`src/rtl/conv_cfg_pkg.sv`:
```
// Shared definitions for the convolution-controller configuration master:
// transaction state encoding and the controller's register map.
package conv_cfg_pkg;

  // Transaction sequencer states
  typedef enum logic [2:0] {
    IDLE    = 3'd0,
    WR_REQ  = 3'd1,
    WR_RESP = 3'd2,
    RD_REQ  = 3'd3,
    RD_DATA = 3'd4,
    DONE    = 3'd5
  } state_t;

  // Convolution controller register byte offsets
  localparam int unsigned REG_START       = 32'd0;
  localparam int unsigned REG_CLEAR       = 32'd4;
  localparam int unsigned REG_STATUS      = 32'd8;
  localparam int unsigned REG_LAST_SUM    = 32'd12;
  localparam int unsigned REG_WIDTH       = 32'd16;
  localparam int unsigned REG_HEIGHT      = 32'd20;
  localparam int unsigned REG_FILTER_BASE = 32'd24;

  // True for the states in which the master waits on the slave and the
  // watchdog must run.
  function automatic logic is_wait_state(input state_t st);
    case (st)
      WR_REQ, WR_RESP, RD_REQ, RD_DATA: is_wait_state = 1'b1;
      default:                          is_wait_state = 1'b0;
    endcase
  endfunction

endpackage

```
`src/rtl/conv_cfg_watchdog.sv`:
```
// Saturating per-phase wait counter. 'expired' is high during the
// TIMEOUT_CYCLES-th enabled cycle since the last clear, so the owner can
// abandon the phase on that edge unless a handshake arrives at the same time.
module conv_cfg_watchdog #(
  parameter int TIMEOUT_CYCLES = 1024,
  parameter int TMR_WIDTH      = $clog2(TIMEOUT_CYCLES + 1)
) (
  input  logic axi_clk,
  input  logic axi_reset_n,
  input  logic clear,
  input  logic enable,
  output logic expired
);

  localparam logic [TMR_WIDTH-1:0] LIMIT     = TMR_WIDTH'(TIMEOUT_CYCLES);
  localparam logic [TMR_WIDTH-1:0] LAST_WAIT = TMR_WIDTH'(TIMEOUT_CYCLES - 1);
  localparam logic [TMR_WIDTH-1:0] ONE       = TMR_WIDTH'(1);

  logic [TMR_WIDTH-1:0] count_r;

  // Count enabled cycles, restart on clear, hold at the limit
  always_ff @(posedge axi_clk) begin
    if (!axi_reset_n) begin
      count_r <= {TMR_WIDTH{1'b0}};
    end else if (clear) begin
      count_r <= {TMR_WIDTH{1'b0}};
    end else if (enable && (count_r != LIMIT)) begin
      count_r <= count_r + ONE;
    end else begin
      count_r <= count_r;
    end
  end

  assign expired = enable && (count_r >= LAST_WAIT);

endmodule

```
`src/rtl/conv_cfg_axil_master.sv`:
```
// AXI4-Lite initiator for the convolution controller's register port.
// Accepts one command at a time on a valid/ready command port, runs the
// matching single-beat write or read, and returns a held response. A
// watchdog bounds every handshake phase so a dead slave yields rsp_err.
module conv_cfg_axil_master
  import conv_cfg_pkg::*;
#(
  parameter int AXI_BUS_WIDTH  = 32,
  parameter int AXI_ADDR_WIDTH = 10,
  parameter int TIMEOUT_CYCLES = 1024,
  parameter int TMR_WIDTH      = $clog2(TIMEOUT_CYCLES + 1)
) (
  input  logic                      axi_clk,
  input  logic                      axi_reset_n,
  // command / response port
  input  logic                      cmd_valid,
  output logic                      cmd_ready,
  input  logic                      cmd_write,
  input  logic [AXI_ADDR_WIDTH-1:0] cmd_addr,
  input  logic [AXI_BUS_WIDTH-1:0]  cmd_wdata,
  output logic                      rsp_valid,
  input  logic                      rsp_ready,
  output logic [AXI_BUS_WIDTH-1:0]  rsp_rdata,
  output logic                      rsp_err,
  // AXI4-Lite master
  output logic [AXI_ADDR_WIDTH-1:0] m_axi_awaddr,
  output logic                      m_axi_awvalid,
  input  logic                      m_axi_awready,
  output logic [AXI_BUS_WIDTH-1:0]  m_axi_wdata,
  output logic                      m_axi_wvalid,
  input  logic                      m_axi_wready,
  input  logic                      m_axi_bvalid,
  output logic                      m_axi_bready,
  output logic [AXI_ADDR_WIDTH-1:0] m_axi_araddr,
  output logic                      m_axi_arvalid,
  input  logic                      m_axi_arready,
  input  logic [AXI_BUS_WIDTH-1:0]  m_axi_rdata,
  input  logic                      m_axi_rvalid,
  output logic                      m_axi_rready,
  input  logic                      m_axi_rlast
);

  state_t state_r;

  logic aw_ok_s;
  logic w_ok_s;
  logic state_exit_s;
  logic wd_enable_s;
  logic wd_expired_s;
  logic rlast_unused_s;

  // Single-beat transfers only: last-beat flag carries no information
  assign rlast_unused_s = m_axi_rlast;

  assign wd_enable_s = is_wait_state(state_r);

  // Phase completion: a write channel is finished once its valid has
  // dropped or is being accepted this cycle; exit marks every state change
  // so the watchdog restarts at zero in the next state.
  always_comb begin
    aw_ok_s      = (~m_axi_awvalid) | m_axi_awready;
    w_ok_s       = (~m_axi_wvalid)  | m_axi_wready;
    state_exit_s = 1'b0;
    case (state_r)
      IDLE:    state_exit_s = cmd_valid & cmd_ready;
      WR_REQ:  state_exit_s = (aw_ok_s & w_ok_s) | wd_expired_s;
      WR_RESP: state_exit_s = m_axi_bvalid | wd_expired_s;
      RD_REQ:  state_exit_s = m_axi_arready | wd_expired_s;
      RD_DATA: state_exit_s = m_axi_rvalid | wd_expired_s;
      DONE:    state_exit_s = rsp_ready;
      default: state_exit_s = 1'b1;
    endcase
  end

  conv_cfg_watchdog #(
    .TIMEOUT_CYCLES (TIMEOUT_CYCLES),
    .TMR_WIDTH      (TMR_WIDTH)
  ) u_watchdog (
    .axi_clk     (axi_clk),
    .axi_reset_n (axi_reset_n),
    .clear       (state_exit_s),
    .enable      (wd_enable_s),
    .expired     (wd_expired_s)
  );

  // Transaction sequencer with all port outputs registered
  always_ff @(posedge axi_clk) begin
    if (!axi_reset_n) begin
      state_r       <= IDLE;
      cmd_ready     <= 1'b1;
      rsp_valid     <= 1'b0;
      rsp_err       <= 1'b0;
      rsp_rdata     <= {AXI_BUS_WIDTH{1'b0}};
      m_axi_awaddr  <= {AXI_ADDR_WIDTH{1'b0}};
      m_axi_awvalid <= 1'b0;
      m_axi_wdata   <= {AXI_BUS_WIDTH{1'b0}};
      m_axi_wvalid  <= 1'b0;
      m_axi_bready  <= 1'b0;
      m_axi_araddr  <= {AXI_ADDR_WIDTH{1'b0}};
      m_axi_arvalid <= 1'b0;
      m_axi_rready  <= 1'b0;
    end else begin
      case (state_r)
        IDLE: begin
          if (cmd_valid && cmd_ready) begin
            cmd_ready <= 1'b0;
            if (cmd_write) begin
              m_axi_awaddr  <= cmd_addr;
              m_axi_wdata   <= cmd_wdata;
              m_axi_awvalid <= 1'b1;
              m_axi_wvalid  <= 1'b1;
              state_r       <= WR_REQ;
            end else begin
              m_axi_araddr  <= cmd_addr;
              m_axi_arvalid <= 1'b1;
              state_r       <= RD_REQ;
            end
          end
        end

        WR_REQ: begin
          // Address and data channels complete independently
          if (m_axi_awvalid && m_axi_awready) begin
            m_axi_awvalid <= 1'b0;
          end
          if (m_axi_wvalid && m_axi_wready) begin
            m_axi_wvalid <= 1'b0;
          end
          if (aw_ok_s && w_ok_s) begin
            m_axi_bready <= 1'b1;
            state_r      <= WR_RESP;
          end else if (wd_expired_s) begin
            m_axi_awvalid <= 1'b0;
            m_axi_wvalid  <= 1'b0;
            rsp_valid     <= 1'b1;
            rsp_err       <= 1'b1;
            rsp_rdata     <= {AXI_BUS_WIDTH{1'b0}};
            state_r       <= DONE;
          end
        end

        WR_RESP: begin
          // bready stays high the whole state so a 1-cycle bvalid is caught
          if (m_axi_bvalid) begin
            m_axi_bready <= 1'b0;
            rsp_valid    <= 1'b1;
            rsp_err      <= 1'b0;
            rsp_rdata    <= {AXI_BUS_WIDTH{1'b0}};
            state_r      <= DONE;
          end else if (wd_expired_s) begin
            m_axi_bready <= 1'b0;
            rsp_valid    <= 1'b1;
            rsp_err      <= 1'b1;
            rsp_rdata    <= {AXI_BUS_WIDTH{1'b0}};
            state_r      <= DONE;
          end
        end

        RD_REQ: begin
          if (m_axi_arready) begin
            m_axi_arvalid <= 1'b0;
            m_axi_rready  <= 1'b1;
            state_r       <= RD_DATA;
          end else if (wd_expired_s) begin
            m_axi_arvalid <= 1'b0;
            rsp_valid     <= 1'b1;
            rsp_err       <= 1'b1;
            rsp_rdata     <= {AXI_BUS_WIDTH{1'b0}};
            state_r       <= DONE;
          end
        end

        RD_DATA: begin
          // rready stays high the whole state so a 1-cycle rvalid is caught
          if (m_axi_rvalid) begin
            m_axi_rready <= 1'b0;
            rsp_valid    <= 1'b1;
            rsp_err      <= 1'b0;
            rsp_rdata    <= m_axi_rdata;
            state_r      <= DONE;
          end else if (wd_expired_s) begin
            m_axi_rready <= 1'b0;
            rsp_valid    <= 1'b1;
            rsp_err      <= 1'b1;
            rsp_rdata    <= {AXI_BUS_WIDTH{1'b0}};
            state_r      <= DONE;
          end
        end

        DONE: begin
          if (rsp_ready) begin
            rsp_valid <= 1'b0;
            rsp_err   <= 1'b0;
            rsp_rdata <= {AXI_BUS_WIDTH{1'b0}};
            cmd_ready <= 1'b1;
            state_r   <= IDLE;
          end
        end

        default: begin
          state_r       <= IDLE;
          cmd_ready     <= 1'b1;
          rsp_valid     <= 1'b0;
          rsp_err       <= 1'b0;
          m_axi_awvalid <= 1'b0;
          m_axi_wvalid  <= 1'b0;
          m_axi_bready  <= 1'b0;
          m_axi_arvalid <= 1'b0;
          m_axi_rready  <= 1'b0;
        end
      endcase
    end
  end

endmodule

```
`config.mk`:
```
export PLATFORM = sky130hd
export DESIGN_NAME = conv_cfg_axil_master
export DESIGN_NICKNAME = d
export VERILOG_FILES = /design/src/rtl/conv_cfg_pkg.sv /design/src/rtl/conv_cfg_watchdog.sv /design/src/rtl/conv_cfg_axil_master.sv
export SDC_FILE = /design/constraint.sdc
export NUM_CORES = 1
export LEC_CHECK = 0
export ABC_AREA = 1
export BUFFER_PORTS_ARGS = -buffer_cell sky130_fd_sc_hd__buf_2
export CORE_ASPECT_RATIO = 1.2
export CORE_UTILIZATION = 25
export CTS_CLUSTER_SIZE = 14
export DETAILED_ROUTE_END_ITERATION = 7
export SLEW_MARGIN = 5
export SYNTH_ARGS = -nofsm -noshare
export SYNTH_HDL_FRONTEND = slang
export SYNTH_HIERARCHICAL = 1
export SYNTH_SLANG_ARGS = --single-unit
```
`constraint.sdc`:
```
create_clock -name axi_clk -period 2.6 [get_ports axi_clk]
set_input_delay 0.39 -clock axi_clk [delete_from_list [all_inputs] [get_ports axi_clk]]
set_output_delay 0.39 -clock axi_clk [all_outputs]
set_load 0.01 [all_outputs]
```
==> qor.yml, run 1 <==
worst_setup_path:
  slowest_stage: "dfxtp_1"
  critPathArrivalTime_ns: 2.57
  cp_common_cell: "nand2_1"
  cp-end-kind: "flip-flop"
  cp_data_required_time_ns: 2.84
  start_kind: "flip-flop"
  crit_type: "reg2reg"
  crit_buf_inv: 2
  path_max_fanout: 22
  slowest_delay_ns: 0.42
  path_cells: "ha_1 -> nand2_1 -> nor2_1 -> nand2_1 -> nor2_1 -> nor3_1 -> nor2_2 -> inv_2 -> buf_4 -> nand3_1 -> nand2_1 -> nand2_1 -> nand3_1 -> nand2_1 -> a21oi_1"
  cp_top_family: "simple AND/OR/NAND/NOR gates"
floorplan:
  ios: 177
  rows: 61
  dieHeight_um: 171.9
  initial_core_util_pct: 25.75
  coreArea_um2: 23350
  die-area_um2: 24680
  die_w_um: 143.6
route:
  viasPerCell: 4.703
  wirelength_mm: 18.96
  drc: 0
  first_pass_iters: 5
  ant_nets: 0
  num_vias: 6693
  routedWlPerCell_um: 13.32
  drt_iter0_markers: 424
pwr:
  power_frac_comb_pct: 40.6
  p_leak_nw: 3.611
  switching_share_pct: 43.63
  p_seq_share_pct: 34.8
  total_power_w: 0.005842
  p_sw_w: 0.002549
  internal_power_w: 0.003293
  ir_drop_mv: 0.3880
  p_per_area_nw_per_um2: 780.0
  clockPowerShare_pct: 24.5
logic_synthesis:
  synthesis.instances: 953
  avgSynthCellArea_um2: 6.310
  netlist_top_cells_count: "nand2_1, nor2_1, nand3_1"
  yosys_warnings: 6
  ys.flop_type: "dfxtp_1"
  synth-edff-count: 0
  synth_top_area_share_pct: 35.29
  ys_seq_area_share_pct: 35.29
  synth_top_area_cell: "dfxtp_1"
  ys_ff_latch: 106
  yosysMostFrequentCell: "nand2_1"
  synth_area_um2: 6013
  ys_types: 33
  synth-async-reset-ratio_pct: 0
  synth_fp_nets: 1040
  ys_top_cells_by_area: "dfxtp_1, nand2_1, nor2_1"
cts:
  post-cts-setup-buffers: 0
  post_cts_resized: 0
  htree_num_levels: 3
  insertion_delay_ns: 0.36
  clk_pin_slew_ns: 0.08
  cts_buffers: 9
  cts_buffer_depth: 2
  clkSinkCount: 106
  holdBufCountCts: 0
  cts_root_buf: "clkbuf_16"
  cts_tree: "yes"
timing:
  finalSetupTns_ns: 0
  setup_viol: 0
  whs_ns: 0.2443
  finalClockSkew_ns: 0.01654
  finalCritPeriodShare_pct: 89.62
  drv_slew: 0
  rsz0062_at_grt: "false"
  finalCriticalPeriod_ns: 2.330
  slew-limit-headroom_pct: 50.48
  worstMarginPinSlew_ns: 0.7428
  final-hold-violation-count: 0
  max_freq_mhz: 429.2
placed_design:
  port-buffer-count: 175
  gp_congestion: 0.8649
  post-dp-hpwl_mm: 12.87
  dp_cells: 1406
outcome:
  status: "complete, no violations"
global_route:
  first_global_vias: 5986
  grt_overflow: 0
  grt_usage_pct: 15.22
  grt_max_degree: 53
  grt_pass1_wl_mm: 29.90
  antenna_found_initial: 1
flow_run:
  max_cap_violations: 0
finish:
  final_net_count: 1189
  drive_gt1_share_pct: 23.04
  post-route-util_pct: 32.07
  register_area_um2: 2123
  multiInputGateArea_um2: 3309
  filler_cell_count: 2598
  synthToLayoutAreaGrowth_pct: 24.55
  layout.cells.non_filler: 1423
min_path:
  hp-class: "in2reg"
[registers in the layout (all words and copies together) (netlist names)]
| signal | count |
|---|---|
| m_axi_wdata | 32 |
| rsp_rdata | 32 |
| u_watchdog/count_r | 11 |
| m_axi_araddr | 10 |
| m_axi_awaddr | 10 |
| state_r | 3 |
| cmd_ready | 1 |
| m_axi_arvalid | 1 |
| m_axi_awvalid | 1 |
| m_axi_bready | 1 |
| m_axi_rready | 1 |
| m_axi_wvalid | 1 |
| rsp_err | 1 |
| rsp_valid | 1 |
[cell families after synthesis]
family	count (synthesis)	share of synthesized area, %
simple gates	564	42.11
compound gates	140	11.74
buf+inv	136	9.717
flops	106	35.29
xor+xnor	5	0.7282
fa+ha+maj	2	0.4161
[path summary, 6_finish.rpt]
kind	slack [ns]	start	end	cells after the start
setup / recovery	0.27	u_watchdog/count_r[0]	rsp_rdata[15]	15
hold / removal	0.24	cmd_wdata[29]	m_axi_wdata[29]	3
hold reg to reg	0.46	rsp_valid	rsp_valid	2
setup reg to reg	0.27	u_watchdog/count_r[0]	rsp_rdata[15]	15
[per-layer routing]
| layer | global-route usage [%] | up-vias | part of all wire (%) |
|---|---|---|---|
| li1 | - | 3388 | - |
| met1 | 18.97 | 3049 | 45 |
| met2 | 25.47 | 232 | 46 |
| met3 | 3.628 | 24 | 6.7 |
| met4 | 5.273 | 0 | 1.8 |
| met5 | 0 | - | 0 |
[final cells by class]
type | instances | share of cell area, %
multi-input combinational | 711 | 44.19
inverter | 72 | 3.642
tap | 315 | 5.262
timing repair buffer | 202 | 14.40
clock inverter | 6 | 0.9355
clock buffer | 10 | 3.191
sequential | 106 | 28.35
antenna | 1 | 0.03341
[per-stage QoR]
stage          area, um2  setup slack [ns]
2_1_floorplan       6013            0.2330
5_1_grt             7490           0.01079
4_1_cts             7486            0.2875
6_report            7490            0.2700
3_5_place_dp        7177            0.3093
3_3_place_gp        7177            0.3063
[worst min-delay path: stages]
cell and delay, ns:
buf_2 0.07, nor2_1 0.03, nor2_1 0.08
[power groups by stage]
stage	registers, W	clock network (W)	logic [W]
2_1_floorplan	0.00215	0	0.00157
3_3_place_gp	0.00206	0	0.00238
3_5_place_dp	0.00206	0	0.00239
4_1_cts	0.00203	0.00148	0.00239
5_1_grt	0.00207	0.00155	0.00262
6_report	0.00203	0.00143	0.00237
[placed cells by master, fill, tap and decap left out, drive strengths merged]
cell      count
buf         202
clkbuf       10
inv          70
diode         1
xnor2         1
clkinvlp      2
xor2          4
o211ai        1
dfxtp       106
nand2       216
nand3b        3
ha            2
a21oi        45
o21ai        93
clkinv        6
a21o          1
nor2        192
nor3          4
nand4        37
nand3       112
(Power assumes the default switching activity.)
==> inputs of run 2 (changes only) <==
--- a/config.mk
+++ b/config.mk
@@ -14,5 +14,4 @@
 export SLEW_MARGIN = 5
 export SYNTH_ARGS = -nofsm -noshare
 export SYNTH_HDL_FRONTEND = slang
-export SYNTH_HIERARCHICAL = 1
 export SYNTH_SLANG_ARGS = --single-unit
==> qor.yml, run 2 <==
logic_synthesis:
  synthesis.instances: 610
  synth-async-reset-ratio_pct: 0
  ys_types: 29
  synth_top_area_cell: "dfxtp_1"
  synth_fp_nets: 697
  ys_seq_area_share_pct: 47.16
  yosysMostFrequentCell: "nor2_1"
  ys_top_cells_by_area: "dfxtp_1, nor2_1, o21ai_0"
  synth-edff-count: 0
  avgSynthCellArea_um2: 7.376
  yosys_warnings: 0
  synth_area_um2: 4499
  ys.flop_type: "dfxtp_1"
  synth_top_area_share_pct: 47.16
  netlist_top_cells_count: "nor2_1, dfxtp_1, nand2_1"
  ys_ff_latch: 106
route:
  drt_iter0_markers: 139
  wirelength_mm: 12.27
  viasPerCell: 4.395
  routedWlPerCell_um: 12.31
  ant_nets: 0
  drc: 0
  num_vias: 4382
  first_pass_iters: 4
worst_setup_path:
  cp-end-kind: "flip-flop"
  start_kind: "flip-flop"
  crit_buf_inv: 1
  path_cells: "ha_1 -> inv_1 -> nor2_1 -> nand3_1 -> nand3_1 -> nand2_4 -> nand2_1 -> nand2_1 -> nand3_2 -> nor2_1"
  slowest_stage: "dfxtp_1"
  cp_top_family: "simple AND/OR/NAND/NOR gates"
  path_max_fanout: 11
  critPathArrivalTime_ns: 2.21
  crit_type: "reg2reg"
  slowest_delay_ns: 0.41
  cp_data_required_time_ns: 2.82
timing:
  drv_slew: 0
  finalCritPeriodShare_pct: 76.52
  finalClockSkew_ns: 0.007875
  worstMarginPinSlew_ns: 0.7389
  slew-limit-headroom_pct: 50.67
  final-hold-violation-count: 0
  setup_viol: 0
  rsz0062_at_grt: "false"
  max_freq_mhz: 502.6
  finalCriticalPeriod_ns: 1.990
  finalSetupTns_ns: 0
finish:
  filler_cell_count: 1893
  synthToLayoutAreaGrowth_pct: 29.31
  layout_common_cells: "buf_2, nor2_1, dfxtp_1, nand2_1, o21ai_0"
  diodes: 0
  reg.largest.list: "m_axi_wdata: 32 flops, rsp_rdata: 32 flops, u_watchdog.count_r: 11 flops"
  drive_gt1_share_pct: 30.50
  final_net_count: 860
  final_common_cell: "buf_2"
  post-route-util_pct: 33.11
cts:
  cts_buffers: 9
  clkSinkCount: 106
  post_cts_resized: 0
  htree_num_levels: 3
  holdBufCountCts: 0
  post-cts-setup-buffers: 0
  clk_pin_slew_ns: 0.07
  cts_tree: "yes"
  insertion_delay_ns: 0.35
  cts_root_buf: "clkbuf_16"
  cts_buffer_depth: 2
pwr:
  p_leak_nw: 2.739
  ir_drop_mv: 0.3943
  p_per_area_nw_per_um2: 860.9
floorplan:
  die_w_um: 124.5
  ios: 177
  coreArea_um2: 17570
  rows: 53
  initial_core_util_pct: 25.60
  die-area_um2: 18540
  dieHeight_um: 149.0
outcome:
  status: "complete, no violations"
global_route:
  grt_overflow: 0
  grt_max_degree: 59
  antenna_found_initial: 0
  first_global_vias: 4309
  grt_pass1_wl_mm: 20.17
  grt_usage_pct: 13.46
placed_design:
  gp_congestion: 0.8305
  post-dp-hpwl_mm: 8.454
  port-buffer-count: 175
min_path:
  hp-class: "in2reg"
flow_run:
  max_cap_violations: 0
==> run 2: area by class of cell <==
type	instances	area (um2)	share of cell area [%]
flip-flops and latches	106	2122	36.47
clock inverters	4	51.30	0.8817
repair buffers	181	920.9	15.83
well taps	220	275.3	4.731
multi-input cells	425	2026	34.82
inverters	50	190.2	3.269
clock buffers	11	232.7	4.000
==> run 2: worst min-delay path, delay by kind of cell <==
kind                   cells  cell delay (ns)
buffers and inverters      1             0.08
and+or+nand+nor            2             0.11
==> run 2: power by group <==
part	internal [W]	switching (W)
Combinational	0.000549	0.00108
Clock	0.000745	0.000607
Sequential	0.00188	0.000155
==> run 2: routing by layer <==
metal	vias to the layer above	track usage [%]	wire length, um
met1	1949	14.99	5217
met4	0	5.843	234
li1	2285	-	-
met5	-	0	0
met2	131	23.95	6035
met3	17	3.694	785
==> run 2: logic make-up (layout without fill, tap and decap cells) <==
kind of cell,after synthesis,in the layout,share of synthesized area (%)
xor gates and xnor gates,7,7,1.363
DFF,106,106,47.16
adders and majority gates,2,2,0.5561
AOI/OAI and AO/OA,111,111,12.54
buffers and inverters,79,246,7.814
and+or+nand+nor,305,305,30.56
==> run 2: worst paths after layout <==
| check | depth (start not counted) | from | slack (ns) | end |
|---|---|---|---|---|
| max reg2reg | 10 | u_watchdog.count_r[0] | 0.61 | u_watchdog.count_r[0] |
| max | 10 | u_watchdog.count_r[0] | 0.61 | u_watchdog.count_r[0] |
| min | 3 | cmd_wdata[6] | 0.26 | m_axi_wdata[6] |
| min reg2reg | 2 | rsp_err | 0.45 | rsp_err |
==> run 2: per-stage QoR <==
| step | std cells | total power, W | area, um2 | hold slack [ns] | setup slack, ns |
|---|---|---|---|---|---|
| after floorplan | 610 | 0.003168 | 4499 | 0.4747 | 0.9684 |
| after global placement | 982 | 0.003695 | 5534 | 0.4402 | 0.5951 |
| after detailed placement | 982 | 0.003703 | 5534 | 0.4435 | 0.5727 |
| after CTS | 997 | 0.005103 | 5818 | 0.2449 | 0.5984 |
| after global routing | 997 | 0.005376 | 5818 | 0.2560 | 0.3990 |
| final | 997 | 0.005009 | 5818 | 0.2621 | 0.6104 |
